**src/rtl/serial_add_pkg.sv**
```systemverilog
// Shared types and constants for the bit-serial adder controller.
package serial_add_pkg;

  typedef enum logic [1:0] {
    IDLE = 2'd0,
    RUN  = 2'd1,
    DONE = 2'd2
  } sadd_state_t;

  localparam int SADD_WIDTH_DEF = 8;

endpackage

```
**src/rtl/full_adder.sv**
```systemverilog
// One-bit full adder: the single datapath cell sequenced by serial_adder_ctrl.
module full_adder (
  input  logic a,
  input  logic b,
  input  logic cin,
  output logic sum,
  output logic cout
);

  assign sum  = a ^ b ^ cin;
  assign cout = (a & b) | (a & cin) | (b & cin);

endmodule

```
**src/rtl/serial_adder_ctrl.sv**
```systemverilog
// Bit-serial adder: one full_adder reused over WIDTH clocks, LSB first, with
// valid/ready handshakes on the operand and result sides.
module serial_adder_ctrl
  import serial_add_pkg::*;
#(
  parameter int WIDTH = SADD_WIDTH_DEF
) (
  input  logic             clk,
  input  logic             rst_n,
  input  logic             in_valid,
  output logic             in_ready,
  input  logic [WIDTH-1:0] op_a,
  input  logic [WIDTH-1:0] op_b,
  input  logic             cin,
  output logic             out_valid,
  input  logic             out_ready,
  output logic [WIDTH-1:0] sum,
  output logic             cout,
  output logic             busy
);

  localparam int CW = $clog2(WIDTH);
  localparam logic [CW-1:0] CNT_LAST = CW'(WIDTH - 1);

  sadd_state_t      state;
  logic [CW-1:0]    cnt;
  logic [WIDTH-1:0] a_sh;
  logic [WIDTH-1:0] b_sh;
  logic [WIDTH-1:0] sum_sh;
  logic             carry;
  logic             fsum;
  logic             fcarry_out;

  full_adder FA0 (
    .a    (a_sh[0]),
    .b    (b_sh[0]),
    .cin  (carry),
    .sum  (fsum),
    .cout (fcarry_out)
  );

  // Handshake flags depend on state only, so no input reaches an output combinationally.
  assign in_ready  = (state == IDLE);
  assign busy      = (state != IDLE);
  assign out_valid = (state == DONE);

  // NOTE: every register here uses <= so all updates see the pre-edge values;
  // blocking assignments would make the shift and the adder inputs race.
  always_ff @(posedge clk or negedge rst_n) begin
    if (!rst_n) begin
      state  <= IDLE;
      cnt    <= '0;
      a_sh   <= '0;
      b_sh   <= '0;
      sum_sh <= '0;
      carry  <= 1'b0;
      sum    <= '0;
      cout   <= 1'b0;
    end else begin
      case (state)
        IDLE: begin
          if (in_valid) begin
            a_sh   <= op_a;
            b_sh   <= op_b;
            carry  <= cin;
            cnt    <= '0;
            sum_sh <= '0;
            state  <= RUN;
          end
        end

        RUN: begin
          sum_sh <= {fsum, sum_sh[WIDTH-1:1]};
          a_sh   <= a_sh >> 1;
          b_sh   <= b_sh >> 1;
          carry  <= fcarry_out;
          if (cnt == CNT_LAST) begin
            // Capture the finished word straight into the output registers;
            // they then hold through DONE and beyond until the next result.
            sum   <= {fsum, sum_sh[WIDTH-1:1]};
            cout  <= fcarry_out;
            state <= DONE;
          end else begin
            cnt <= cnt + 1'b1;
          end
        end

        DONE: begin
          if (out_ready) state <= IDLE;
        end

        default: state <= IDLE;
      endcase
    end
  end

endmodule

```
**config.mk**
```make
export PLATFORM = sky130hd
export DESIGN_NAME = serial_adder_ctrl
export DESIGN_NICKNAME = d
export VERILOG_FILES = /design/src/rtl/serial_add_pkg.sv /design/src/rtl/full_adder.sv /design/src/rtl/serial_adder_ctrl.sv
export SDC_FILE = /design/constraint.sdc
export NUM_CORES = 1
export LEC_CHECK = 0
export CORE_AREA = 4 4 68 64
export CTS_BUF_LIST = sky130_fd_sc_hd__clkbuf_16
export DETAILED_ROUTE_END_ITERATION = 8
export DIE_AREA = 0 0 72 68
export GPL_TIMING_DRIVEN = 0
export HOLD_SLACK_MARGIN = 0.1
export PLACE_DENSITY = 0.76
export REMOVE_ABC_BUFFERS = 1
export SLEW_MARGIN = 20
export SYNTH_ARGS = -nofsm -noshare
export SYNTH_HDL_FRONTEND = slang
export SYNTH_SLANG_ARGS = --single-unit
```
**constraint.sdc**
```tcl
create_clock -name clk -period 1.8 [get_ports clk]
set_input_delay 0.36 -clock clk [delete_from_list [all_inputs] [get_ports clk]]
set_output_delay 0.36 -clock clk [all_outputs]
set_load 0.005 [all_outputs]
```
==> summary.md <==
| Metric | Value |
|---|---|
| Compound-Gate Fraction of Synth Area | `15.6%` |
| Initial cell density of the core | `49.6%` |
| Yosys top cell area share | `52.9%` |
| GRT Residual Overflow | `0` |
| DR pass1 iterations | `4` |
| Crit path capture type | `output port` |
| Leak | `0.00105 µW` |
| Layout Nets | `211` |
| Total clock sinks | `38` |
| Reg clk slew, reported paths | `0.05 ns` |
| Post-route DRC | `0` |
| Slew Limit Fails | `0` |
| Minimum clock period after layout | `1.71 ns` |
| Slew Limit Headroom | `54.6%` |
| Antenna violations before repair | `0` |
| Die Area | `0.00490 mm²` |
| Adder-Cell Fraction of Synth Area | `2.51%` |
| Layout area overhead | `31.9%` |
| XOR/XNOR share of the synthesized area | `0%` |
| Clock Path Buffers | `2` |
| Vias/cell | `5.70` |
| Skew final | `0.00217 ns` |
| Post-synth EDFFs | `0` |
| Area leader, netlist | `dfrtp_1` |
| Accumulated negative setup slack | `0 ns` |
| Fill cells | `284` |
| Worst-skew pair later-pin latency | `0.27 ns` |
| Proportion of layout cells with a drive suffix above 1 | `20.4%` |
| Seq/Total Area, Yosys | `52.9%` |
| Yosys reg bits | `38` |
| PortBufs | `32` |
| Post-synthesis average cell area | `12.1 µm²` |
| Die height | `68 µm` |
| Yosys warns | `0` |
| DR top layer | `met4` |
| Number of max-cap violations | `0` |
| Power Density | `1600 mW/mm²` |
| RD Place Congestion | `0.804` |
| Core box area | `0.00363 mm²` |
| Largest family of logic cells by synthesized area | `simple AND/OR/NAND/NOR gates` |
| Register area | `958 µm²` |
| Largest net degree at the start of global routing | `32` |
| Num CTS Buffers | `5` |
| Via count | `1323` |
| Endpoints failing hold | `0` |
| Area of the multi-input gates | `721 µm²` |
| Worst IR Drop VDD | `0.737 mV` |
| FFs w/ async S/R, synth | `100%` |
| Met2 WL | `1980 µm` |
| First-pass GRT wire length | `6410 µm` |
| FMAX | `0.585 GHz` |
| Die width | `72 µm` |
| Startpoint Class | `flip-flop` |
| Total Power | `3790 µW` |
| Period Utilization, post-route | `94.9%` |
| Row Count | `21` |
| Final setup violation count | `0` |
| Ys flop type | `dfrtp_1` |
| CTS tree | `done` |
| Critical Path AT | `1.35 ns` |
| Status | `finished clean` |
| Slew @ Worst Pin | `0.679 ns` |
| CP Data Required Time | `1.44 ns` |
| Synthesized cell area | `0.00180 mm²` |
| Worst hold-check path type | `input port to asynchronous set/reset pin` |
| N_diodes | `0` |
| Multiplexer area fraction after synthesis | `5.64%` |
| Met3 WL | `184 µm` |
| Most common cell in the netlist | `dfrtp_1` |
| Synth Area in Simple Gates | `16.2%` |
| First DRT Iteration DRCs | `91` |
| RSZ-0062 raised after global routing | `no` |
| Top post-synthesis cells by count | `38 x dfrtp_1, 15 x inv_1, 9 x mux2_2` |
| Netlist cell types | `31` |
| Number of global-route vias before repair | `1336` |
| IO Pins | `33` |
| Total Wirelength | `3890 µm` |
| Crit-path max FO | `8` |
| WL/cell | `16.8 µm` |
| Critical path class | `flip-flop to output port` |
| GRT Util Overall | `17.8%` |
| Post-route ant nets | `0` |
| H-tree Lvls | `2` |
| CTS root buf | `clkbuf_16` |
| Top post-synthesis cells by area | `dfrtp_1 53%, mux2_2 5.6%, nor4b_1 3.9%` |
| Syn Inst Count | `149` |
| Detailed Place HPWL | `2410 µm` |
| Routed met1 length | `1650 µm` |
## power by group
group          internal (µW)  switching (µW)  total (µW)  leakage, µW
logic                    863             649        1510     0.000527
registers               1250             246        1490     0.000464
clock network            491             294         785    0.0000632
total                   2600            1190        3790      0.00105
## critical path: stages (launching register included)
cell           delay, ns
dfrtp_4             0.51
or2_4               0.27
inv_2               0.06
dlygate4sd2_1       0.23
## cell families (layout without fill, tap and decap cells)
family | after synthesis | count (layout)
DFF | 38 | 38
and+or+nand+nor | 40 | 40
buffers and inverters | 28 | 65
adders and majority gates | 3 | 3
AOI/OAI and AO/OA | 31 | 31
muxes | 9 | 9
## sequential cells by signal, summed over array words and instances, names as in the netlist
signal / flops
a_sh: 8
sum: 8
state: 2
b_sh: 8
cout: 1
carry: 1
cnt: 3
sum_sh: 7
## area by class of cell
cell class                      count  area share [%]
Inverter                           15            2.38
Clock buffer                        5            5.28
Tap cell                           46            2.43
Multi-Input combinational cell     83            30.4
Timing Repair Buffer               44            18.9
Sequential cell                    38            40.4
Clock inverter                      1           0.158
## layer usage
metal | track usage (%) | vias to the layer above
li1 | - | 623
met1 | 21.4 | 656
met2 | 30.0 | 35
met3 | 4.99 | 9
met4 | 7.51 | 0
met5 | 0 | -
## final timing paths
check                              start  endpoint  slack, ns  depth (start not counted)
worst max-delay path            state[1]  in_ready       0.09                          3
worst min-delay path               rst_n    sum[2]       0.48                          2
worst max register to register  state[0]   a_sh[2]       0.15                          6
worst min register to register   a_sh[7]   a_sh[7]       0.49                          1
max in group asynchronous          rst_n  state[0]       0.89                          3
min in group clk                 a_sh[7]   a_sh[7]       0.49                          1
## per-stage QoR
step / hold slack (ns) / util, % / std cells / worst slack, ns / cell area, µm²
after floorplan: 0.0644 / - / 136 / 0.111 / 1730
after global placement: 0.478 / 58.0 / 214 / -0.424 / 2100
after detailed placement: 0.221 / 58.4 / 215 / -0.458 / 2120
after CTS: 0.474 / 64.4 / 230 / 0.0723 / 2340
after global routing: 0.510 / 65.4 / 232 / 0.0329 / 2370
final: 0.475 / 65.4 / 232 / 0.0917 / 2370
## cells in the final DEF (no fill, tap or decap), types with 4 or more instances in the layout
cell,instances
a211oi_1,8
a22o_1,7
buf_4,7
clkbuf_16,5
clkdlybuf4s50_1,27
dfrtp_1,36
inv_1,14
mux2_2,9
nand2_1,4
nor3b_1,8
nor4b_1,8
o221a_2,5
or4b_1,5
## what timing repair did
action / in CTS / in global routing
hold endpoints to repair: 7 / 0
endpoints found under the setup margin: 22 / 24
hold buffers: 1 / 0
resized for setup: 9 / 2
setup buffers: 8 / 2
pin swaps: 1 / 1
Note: power is estimated with default switching activity, not from simulation.
